==> config.mk <==
export PLATFORM = sky130hd
export DESIGN_NAME = seq_det_arbiter
export DESIGN_NICKNAME = d
export VERILOG_FILES = /design/src/rtl/seq_det_pkg.sv /design/src/rtl/pattern_shift_match.sv /design/src/rtl/seq_det_arbiter.sv
export SDC_FILE = /design/constraint.sdc
export NUM_CORES = 1
export LEC_CHECK = 0
export CORE_ASPECT_RATIO = 1.25
export CORE_MARGIN = 4
export CORE_UTILIZATION = 43
export CTS_CLUSTER_DIAMETER = 40
export DETAILED_ROUTE_END_ITERATION = 10
export PLACE_DENSITY = 0.77
export SYNTH_ARGS = -nofsm -noshare
export SYNTH_HDL_FRONTEND = slang
export SYNTH_SLANG_ARGS = --single-unit
export TNS_END_PERCENT = 10
==> constraint.sdc <==
create_clock -name input_pulse -period 1.82 [get_ports input_pulse]
set_input_delay 0.182 -clock input_pulse [delete_from_list [all_inputs] [get_ports input_pulse]]
set_output_delay 0.182 -clock input_pulse [all_outputs]
set_load 0.02 [all_outputs]
==> src/rtl/seq_det_pkg.sv <==
// Shared definitions for the serial pattern-matcher arbiter: FSM encoding and
// the default 11011 pattern.
package seq_det_pkg;

  typedef enum logic [1:0] {
    ST_IDLE   = 2'd0,
    ST_LOAD   = 2'd1,
    ST_SHIFT  = 2'd2,
    ST_REPORT = 2'd3
  } state_e;

  localparam int                     DEF_PAT_LEN = 5;
  localparam logic [DEF_PAT_LEN-1:0] DEF_PATTERN = 5'b11011;

endpackage

==> src/rtl/pattern_shift_match.sv <==
// Serial overlapping pattern matcher: keeps the previous PAT_LEN-1 bits and
// flags a match combinationally when the current bit completes the pattern.
module pattern_shift_match
  import seq_det_pkg::*;
#(
  parameter int                 PAT_LEN = DEF_PAT_LEN,
  parameter logic [PAT_LEN-1:0] PATTERN = DEF_PATTERN
) (
  input  logic input_pulse,
  input  logic clear,
  input  logic clr,
  input  logic en,
  input  logic bit_in,
  output logic match
);

  localparam int HW = PAT_LEN - 1;
  localparam int FW = $clog2(PAT_LEN);

  logic [HW-1:0]      hist_q;
  logic [FW-1:0]      fill_q;
  logic [PAT_LEN-1:0] window;

  // Oldest bit lands in the MSB, so the window lines up with PATTERN directly.
  assign window = {hist_q, bit_in};
  assign match  = en && (fill_q == FW'(HW)) && (window == PATTERN);

  always_ff @(posedge input_pulse or posedge clear) begin
    if (clear) begin
      hist_q <= '0;
      fill_q <= '0;
    end else if (clr) begin
      hist_q <= '0;
      fill_q <= '0;
    end else if (en) begin
      hist_q <= window[HW-1:0];
      if (fill_q != FW'(HW)) fill_q <= fill_q + FW'(1);
    end
  end

endmodule

==> src/rtl/seq_det_arbiter.sv <==
// Round-robin front end that feeds one requester word at a time, MSB first,
// through the shared serial matcher and reports the match count per word.
module seq_det_arbiter
  import seq_det_pkg::*;
#(
  parameter int                 NREQ    = 4,
  parameter int                 WORD_W  = 16,
  parameter int                 PAT_LEN = DEF_PAT_LEN,
  parameter logic [PAT_LEN-1:0] PATTERN = DEF_PATTERN,
  parameter int                 CNT_W   = 5
) (
  input  logic                     input_pulse,
  input  logic                     clear,
  input  logic [NREQ-1:0]          req,
  input  logic [NREQ*WORD_W-1:0]   word_in,
  output logic [NREQ-1:0]          gnt,
  output logic                     busy,
  output logic                     bit_out,
  output logic                     match_flag,
  output logic                     done,
  output logic [$clog2(NREQ)-1:0]  done_id,
  output logic [CNT_W-1:0]         match_cnt,
  output logic [1:0]               dbg_state
);

  localparam int IDW = $clog2(NREQ);
  localparam int BW  = $clog2(WORD_W + 1);

  // Handshake: a requester raises req[i] with word_in slice i stable and keeps
  // both until it sees its one-cycle gnt[i]; gnt means the word has been taken.
  state_e              state_q;
  logic [IDW-1:0]      ptr_q, id_q, done_id_q;
  logic [WORD_W-1:0]   word_q;
  logic [BW-1:0]       bitcnt_q;
  logic [CNT_W-1:0]    cnt_q, cnt_d, match_cnt_q;
  logic [NREQ-1:0]     gnt_q;
  logic                bit_out_q, done_q;
  logic                pick_valid;
  logic [IDW-1:0]      pick_id, ptr_d;
  logic                match;

  always_comb begin
    pick_valid = 1'b0;
    pick_id    = '0;
    // Scan downward so the requester closest to ptr is the last, winning write.
    for (int i = NREQ - 1; i >= 0; i--) begin
      if (req[(int'(ptr_q) + i) % NREQ]) begin
        pick_valid = 1'b1;
        pick_id    = IDW'((int'(ptr_q) + i) % NREQ);
      end
    end
    ptr_d = IDW'((int'(pick_id) + 1) % NREQ);
  end

  always_comb begin
    cnt_d = cnt_q;
    if (match && (cnt_q != {CNT_W{1'b1}})) cnt_d = cnt_q + CNT_W'(1);
  end

  pattern_shift_match #(
    .PAT_LEN (PAT_LEN),
    .PATTERN (PATTERN)
  ) u_match (
    .input_pulse (input_pulse),
    .clear       (clear),
    .clr         (state_q == ST_LOAD),
    .en          (state_q == ST_SHIFT),
    .bit_in      (bit_out_q),
    .match       (match)
  );

  always_ff @(posedge input_pulse or posedge clear) begin
    if (clear) begin
      state_q     <= ST_IDLE;
      ptr_q       <= '0;
      id_q        <= '0;
      word_q      <= '0;
      bitcnt_q    <= '0;
      cnt_q       <= '0;
      gnt_q       <= '0;
      bit_out_q   <= 1'b0;
      done_q      <= 1'b0;
      done_id_q   <= '0;
      match_cnt_q <= '0;
    end else begin
      gnt_q  <= '0;
      done_q <= 1'b0;
      case (state_q)
        ST_IDLE: begin
          if (pick_valid) begin
            state_q <= ST_LOAD;
            gnt_q   <= NREQ'(1) << pick_id;
            word_q  <= word_in[int'(pick_id)*WORD_W +: WORD_W];
            id_q    <= pick_id;
            ptr_q   <= ptr_d;
          end
        end
        ST_LOAD: begin
          state_q   <= ST_SHIFT;
          bit_out_q <= word_q[WORD_W-1];
          word_q    <= word_q << 1;
          bitcnt_q  <= BW'(1);
          cnt_q     <= '0;
        end
        ST_SHIFT: begin
          cnt_q <= cnt_d;
          if (bitcnt_q == BW'(WORD_W)) begin
            state_q     <= ST_REPORT;
            bit_out_q   <= 1'b0;
            done_q      <= 1'b1;
            done_id_q   <= id_q;
            match_cnt_q <= cnt_d;
          end else begin
            bit_out_q <= word_q[WORD_W-1];
            word_q    <= word_q << 1;
            bitcnt_q  <= bitcnt_q + BW'(1);
          end
        end
        ST_REPORT: state_q <= ST_IDLE;
        default:   state_q <= ST_IDLE;
      endcase
    end
  end

  assign gnt        = gnt_q;
  assign busy       = (state_q != ST_IDLE);
  assign bit_out    = bit_out_q;
  assign match_flag = match;
  assign done       = done_q;
  assign done_id    = done_id_q;
  assign match_cnt  = match_cnt_q;
  assign dbg_state  = state_q;

endmodule

==> results by group, run 1 <==
Outcome
  – Status: finished with violations
  – Violated checks: setup timing

Synth
  – Synthesized-area fraction occupied by and/or/nand/nor cells: 0.141
  – Post-synth cell types: 43
  – Combined area of all synthesized cells: 3030 sq um
  – Synthesized netlist net count: 392
  – Main combinational cell family by area after synthesis: multiplexers
  – Ranking of synthesized cells by area: sky130_fd_sc_hd__dfrtp_1 43%, sky130_fd_sc_hd__mux2i_1 16%, sky130_fd_sc_hd__nand2_1 5.8%
  – Multiplexer share of the synthesized area: 0.171
  – Compound-cell area share of the yosys netlist: 0.147
  – Post-Synth Adder-Cell Area: 0.0413
  – Yosys warning count: 0
  – Average footprint of a synthesized cell: 9.70 sq um
  – #FFs+latches synth: 52
  – Synthesized netlist cell count: 312
  – Fraction of the yosys area taken by sequential cells: 0.430
  – Post-synthesis xor/xnor area fraction: 0.0116
  – Cell type with the largest total area after synthesis: sky130_fd_sc_hd__dfrtp_1
  – Post-synth top area share: 0.430

Floorplan
  – Starting density of the core: 0.452
  – Total I/O pin count: 87
  – Floorplan die height: 102 um
  – Die extent in x: 83.0 um
  – Core region area: 6690 sq um
  – Overall die area: 8450 sq um
  – Number of placement rows: 33

Critical path
  – Chain of cells forming the critical path: mux2_4, a221oi_4, buf_12, mux2i_1, a221o_1
  – Worst reg2reg path depth: 5
  – Critical Path AT: 2020 ps
  – Kind of end point of the critical path: flop
  – Max FO, Critical Path: 20
  – Delay contributed by the slowest stage of the critical path: 470 ps
  – Critical path class: flop to flop
  – Worst path required time: 2010 ps
  – Setup slack on the worst flop-to-flop path: -20 ps
  – Endpoint of the worst-slack reg-to-reg timing path: word_q[1]
  – Nature of the critical path startpoint: flop
  – Max stage delay cell, worst path: sky130_fd_sc_hd__dfrtp_2
  – Reg2Reg Launch Point: ptr_q[1]
  – Startpoint of the worst setup timing path: ptr_q[1]

Place
  – Number of placed instances with taps included: 501
  – Placed wire-length estimate after detailed placement: 5470 um
  – Routability cong.: 0.830
  – Setup WS pre-CTS: -474 ps
  – Count of input and output buffers: 86

Power
  – Sequential group share of total power: 0.287
  – Switching part of the total power: 0.401
  – Internal cell power: 3730 uW
  – Psw: 2500 uW
  – Worst VDD drop: 0.665 mV
  – Leakage power of the design: 0.00213 uW
  – Power density over cell area: 1360 nW/um^2
  – Share of total power in combinational logic: 0.602
  – Clk network pwr share: 0.110

Global route
  – Via count of the first global-routing pass: 2628
  – Initial antenna violation count: 0
  – Overflow after GRT: 0
  – Pin count of the biggest net entering global routing: 32
  – Combined global-route utilization of all metal layers: 0.166
  – Global-route wire length before repair: 11600 um

Final layout
  – Antenna Diode Count: 0
  – Filler instances: 527
  – Nets@finish: 512
  – Area overhead of the layout relative to synthesis: 51.1%
  – Number of standard cells in the layout, taps in and fillers out: 520
  – Share of the core filled with cells: 0.684
  – Fraction of final layout cells with drive strength greater than 1: 0.212

Route
  – First-pass iteration count of the detailed router: 5
  – Number of antenna-violating nets in the routed design: 0
  – Count of routing violations after the opening detailed-route iteration: 105
  – Final WL: 7490 um
  – Detailed-route vias per instance: 5.23
  – Number of design rule violations left after detail routing: 0
  – Count of vias placed by the detailed router: 2719
  – Post-detailed-route wirelength per cell: 14.4 um

STA
  – Slew HR: 0.751
  – Setup repair after global routing missed its margin: true
  – Number of pins exceeding their max-slew limit in the final report: 0
  – Worst clock skew on the final layout: 11.4 ps
  – Final critical delay including setup and external delays: 1840 ps
  – Period utilisation layout: 1.01
  – Fmax: 0.544 GHz
  – Hold Violations, Final: 0
  – PnR worst setup slack: -17.2 ps
  – Smallest hold slack: 130 ps
  – Slew at the pin closest to its max-slew limit: 373 ps
  – Number of endpoints failing setup at the final stage: 3

Clock tree
  – Clock-pin slew on the worst setup and hold paths: 90 ps
  – Max Root-Sink Buffers: 2
  – Skew-Pair Late Insertion Delay: 310 ps
  – Buffer cell driving the clock tree root: sky130_fd_sc_hd__clkbuf_8
  – CTS H-tree depth: 2
  – Post-CTS Hold Buffers: 0
  – Clock Sink Count: 52
  – TritonCTS clock tree: built
  – Clock buffers created by TritonCTS: 5

Min path
  – Class of the tightest hold or removal check: input pin to async pin

Flow run
  – Max Cap Viol: 0
cell families (layout without fill, tap and decap cells):
logic type,count (synthesis),count (layout)
multiplexers,51,51
adder cells (fa/ha/maj),10,10
XOR/XNOR,4,4
flip-flops,52,52
AND/OR/NAND/NOR,95,95
buffers and inverters,38,159
AO/OA/AOI/OAI,62,62
power groups by stage:
stage	Combinational, uW	Clock [uW]	Sequential (uW)
6_report	3750	686	1790
5_1_grt	4110	755	1840
4_1_cts	3440	703	1790
3_5_place_dp	3410	0	1790
3_3_place_gp	3280	0	1790
2_1_floorplan	2270	0	1830
synth_stat cells (all sizes together):
master   count
mux2i       48
o2bb2ai      1
nor3b        1
clkbuf      10
a21bo        1
o21a         1
nand3        4
a221oi       1
a221o       15
o22ai        6
xnor2        1
nand2b       1
a31oi        2
xor2         3
and2         2
buf          8
nor2        24
a21o         3
a21oi       12
nor4         1
nor2b        1
dfrtp       52
nor3         6
o21bai       1
o31ai        2
nand3b       1
mux2         3
inv         20
nand4b       1
a32o         1
nand4        2
o21ai       14
a22o         2
and3         2
ha          10
nand2       49
worst max-delay path, delay by kind of cell (launching register included):
family / cells / cell delay, ps
AOI/OAI and AO/OA: 2 / 590
DFF: 1 / 470
muxes: 2 / 420
buffers and inverters: 1 / 220
per-stage QoR:
step	TNS [ps]	power (uW)	cell area [sq um]
floorplan	-1440	4100	3050
global placement	-6620	5070	4240
detailed placement	-8010	5200	4240
CTS	-263	5930	4370
global route	-1640	6700	4570
finish	-27.9	6230	4570
registers in the layout, summed over array words and instances (netlist names), 3 cells and up:
register	flops
cnt_q	5
match_cnt	5
word_q	16
gnt	4
bitcnt_q	5
u_match.hist_q	4
u_match.fill_q	3
how the worst max path moves through the flow:
| stage | end | depth (start not counted) |
|---|---|---|
| final | word_q[1] | 5 |
| after global routing | match_cnt[1] | 9 |
| after CTS | match_flag | 6 |
| after detailed placement | word_q[1] | 7 |
| after global placement | word_q[10] | 7 |
| after floorplan | cnt_q[3] | 9 |
timing repair:
action / 4_1_cts / 5_1_grt
resized for setup: 13 / 31
setup buffers: 0 / 8
gates cloned: 0 / 3
endpoints found under the setup margin: 22 / 31
pin swaps: 8 / 14
cells in the final DEF, fill, tap and decap left out, types with 5 or more instances in the layout:
master,synthesis,routed
sky130_fd_sc_hd__clkdlybuf4s50_1,0,81
sky130_fd_sc_hd__o21ai_1,1,5
sky130_fd_sc_hd__nor2_1,24,21
sky130_fd_sc_hd__mux2i_2,0,9
sky130_fd_sc_hd__o22ai_1,6,6
sky130_fd_sc_hd__a21oi_1,12,10
sky130_fd_sc_hd__o21ai_0,13,9
sky130_fd_sc_hd__inv_1,19,16
sky130_fd_sc_hd__nand2_1,47,45
sky130_fd_sc_hd__a221o_1,15,15
sky130_fd_sc_hd__clkbuf_8,0,6
sky130_fd_sc_hd__mux2i_1,48,39
sky130_fd_sc_hd__buf_4,2,34
sky130_fd_sc_hd__buf_6,3,6
sky130_fd_sc_hd__ha_1,10,7
sky130_fd_sc_hd__dfrtp_1,52,50
area by class of cell:
class,count,area [sq um],area share
well taps,87,109,0.0238
repair buffers,131,1290,0.283
clock buffers,7,86.3,0.0189
inverters,20,75.1,0.0164
clock inverters,1,7.51,0.00164
flip-flops and latches,52,1300,0.285
multi-input cells,222,1700,0.371
metal layers:
metal / vias up / routed length [um] / share of wire / track usage
met5: - / 0 / 0 / 0
met4: 0 / 95 / 0.013 / 0.0541
met3: 9 / 413 / 0.055 / 0.0366
met2: 81 / 3940 / 0.53 / 0.298
met1: 1293 / 3040 / 0.41 / 0.198
li1: 1336 / - / - / -
Note: power is estimated with default switching activity, not from simulation.
==> run 2: changes to the inputs <==
--- a/config.mk
+++ b/config.mk
@@ -11,6 +11,7 @@
 export CTS_CLUSTER_DIAMETER = 40
 export DETAILED_ROUTE_END_ITERATION = 10
 export PLACE_DENSITY = 0.77
+export RECOVER_POWER = 25
 export SYNTH_ARGS = -nofsm -noshare
 export SYNTH_HDL_FRONTEND = slang
 export SYNTH_SLANG_ARGS = --single-unit
==> run 2 against run 1 <==
The run still ends with setup timing left. Non-clock buffer count unchanged. Clock power barely moved. Critical path depth unchanged. Global-route usage unchanged. Utilization fell by 0.22 points. First-iteration DRC count grew 4.8%. Combinational power barely moved. Final cell count unchanged. Register-to-register slack barely moved. Fmax is 0.12% lower. Sequential power about the same. Count of clock-buffer cells in the layout is the same. Critical endpoint unchanged. Highest routed layer unchanged.
==> results by group, run 2 (synthesis results as in run 1) <==
Clock tree
  – Buffer cell driving the clock tree root: sky130_fd_sc_hd__clkbuf_8
  – Max Root-Sink Buffers: 2
  – TritonCTS clock tree: built
  – Clock buffers created by TritonCTS: 5
  – Clock-pin slew on the worst setup and hold paths: 90 ps
  – Clock Sink Count: 52
  – Post-CTS Hold Buffers: 0
  – CTS H-tree depth: 2
  – Skew-Pair Late Insertion Delay: 310 ps

Route
  – Count of vias placed by the detailed router: 2718
  – Post-detailed-route wirelength per cell: 14.3 um
  – Number of antenna-violating nets in the routed design: 0
  – Number of design rule violations left after detail routing: 0
  – Detailed-route vias per instance: 5.23
  – First-pass iteration count of the detailed router: 5
  – Final WL: 7450 um
  – Count of routing violations after the opening detailed-route iteration: 110

STA
  – Number of pins exceeding their max-slew limit in the final report: 0
  – Period utilisation layout: 1.01
  – Setup repair after global routing missed its margin: true
  – Smallest hold slack: 325 ps
  – Fmax: 0.544 GHz
  – PnR worst setup slack: -19.3 ps
  – Hold Violations, Final: 0
  – Worst clock skew on the final layout: 12.0 ps
  – Number of endpoints failing setup at the final stage: 4
  – Final critical delay including setup and external delays: 1840 ps
  – Slew HR: 0.593
  – Slew at the pin closest to its max-slew limit: 611 ps

Final layout
  – Filler instances: 529
  – Antenna Diode Count: 0
  – Nets@finish: 512
  – Most frequent cells in the layout: 80 x sky130_fd_sc_hd__clkdlybuf4s50_1, 50 x sky130_fd_sc_hd__dfrtp_1, 45 x sky130_fd_sc_hd__nand2_1, 39 x sky130_fd_sc_hd__mux2i_1, 34 x sky130_fd_sc_hd__buf_4
  – Fraction of final layout cells with drive strength greater than 1: 0.210
  – Register bank with the most flops: word_q
  – Area overhead of the layout relative to synthesis: 50.6%
  – Number of flip-flops in the largest register: 16
  – Commonest non-fill, non-tap cell in the layout: sky130_fd_sc_hd__clkdlybuf4s50_1
  – Summed area of non-filler cells in the final layout: 4560 sq um

Place
  – Placed wire-length estimate after detailed placement: 5470 um
  – Placed inst area: 4240 sq um
  – Count of input and output buffers: 86
  – Routability cong.: 0.830

Power
  – Power density over cell area: 1360 nW/um^2
  – Sequential group share of total power: 0.288
  – Internal cell power: 3730 uW
  – Leakage power of the design: 0.00213 uW
  – Clk network pwr share: 0.110
  – Worst VDD drop: 0.664 mV
  – Share of total power in combinational logic: 0.602
  – Psw: 2490 uW
  – Switching part of the total power: 0.400

Critical path
  – Setup slack on the worst flop-to-flop path: -20 ps
  – Nature of the critical path startpoint: flop
  – Critical Path AT: 2020 ps
  – Worst path required time: 2000 ps
  – Critical path class: flop to flop
  – Worst reg2reg path depth: 5
  – Startpoint of the worst setup timing path: ptr_q[1]
  – Reg2Reg Launch Point: ptr_q[1]
  – Endpoint of the worst-slack reg-to-reg timing path: word_q[1]
  – Max FO, Critical Path: 20
  – Kind of end point of the critical path: flop

Min path
  – Class of the tightest hold or removal check: input pin to async pin

Global route
  – Initial antenna violation count: 0
  – Global routing usage on met2: 0.298
  – Met1 usage: 0.198
  – Pin count of the biggest net entering global routing: 32
  – Global-route layer with the greatest usage: met2
  – Via count of the first global-routing pass: 2628
  – Combined global-route utilization of all metal layers: 0.166
  – Overflow after GRT: 0
  – Global-route wire length before repair: 11600 um
  – Grt met3 use: 0.0366

Floorplan
  – Floorplan die height: 102 um
  – Overall die area: 8450 sq um
  – Total I/O pin count: 87
  – Core region area: 6690 sq um
  – Number of placement rows: 33
  – Die extent in x: 83.0 um
  – Starting density of the core: 0.452

Outcome
  – Violated checks: setup timing
  – Status: finished with violations

Flow run
  – Max Cap Viol: 0
## run 2: cell types whose count changed in the layout (fill, tap and decap cells not counted), sizes merged
cell	delta
clkdlybuf4s50	-1
buf	-1
clkbuf	+1
dlygate4sd3	+1
## run 2: critical path, stage by stage (launching register included)
cell	delay [ps]
sky130_fd_sc_hd__dfrtp_2	470
sky130_fd_sc_hd__mux2_4	320
sky130_fd_sc_hd__a221oi_4	270
sky130_fd_sc_hd__buf_12	220
sky130_fd_sc_hd__mux2i_1	100
sky130_fd_sc_hd__a221o_1	330
## run 2: timing repair
item / in CTS / in global routing
buffers inserted: 0 / 8
gates cloned: 0 / 3
gates resized for setup: 13 / 31
endpoints found under the setup margin: 22 / 31
pin swaps: 8 / 14
## run 2: cell type report
class	count	area, sq um	area share
tap	87	109	0.0239
clock buffer	7	86.3	0.0189
clock inverter	1	7.51	0.00165
sequential	52	1300	0.286
multi-input combinational	222	1700	0.372
timing repair buffer	131	1280	0.281
inverter	20	75.1	0.0165
## run 2: per-layer routing
| layer | share of wire | routed length (um) |
|---|---|---|
| met5 | 0 | 0 |
| met4 | 0.013 | 97 |
| met3 | 0.053 | 392 |
| met2 | 0.53 | 3920 |
| met1 | 0.41 | 3040 |
## run 2: power by group through the flow
stage,Sequential (uW),Clock [uW],Combinational [uW]
2_1_floorplan,1830,0,2270
3_3_place_gp,1790,0,3280
3_5_place_dp,1790,0,3410
4_1_cts,1790,703,3440
5_1_grt,1840,755,4110
6_report,1790,684,3740
## run 2: worst max-delay path by stage
stage                   end  slack (ps)  cells past startpoint
4_1_cts          match_flag         -80                      6
3_3_place_gp     word_q[10]        -390                      7
2_1_floorplan      cnt_q[3]         -70                      9
6_report          word_q[1]         -20                      5
5_1_grt        match_cnt[1]        -120                      9
3_5_place_dp      word_q[1]        -470                      7
## run 2: per-stage QoR
stage	setup WS [ps]	cells	util	total power, uW	TNS, ps
3_3_place_gp	-387	501	0.634	5070	-6620
5_1_grt	-118	520	0.681	6700	-1640
6_report	-19.3	520	0.681	6220	-32.6
2_1_floorplan	-66.8	312	-	4100	-1440
3_5_place_dp	-474	501	0.634	5200	-8010
4_1_cts	-78.3	509	0.653	5930	-263
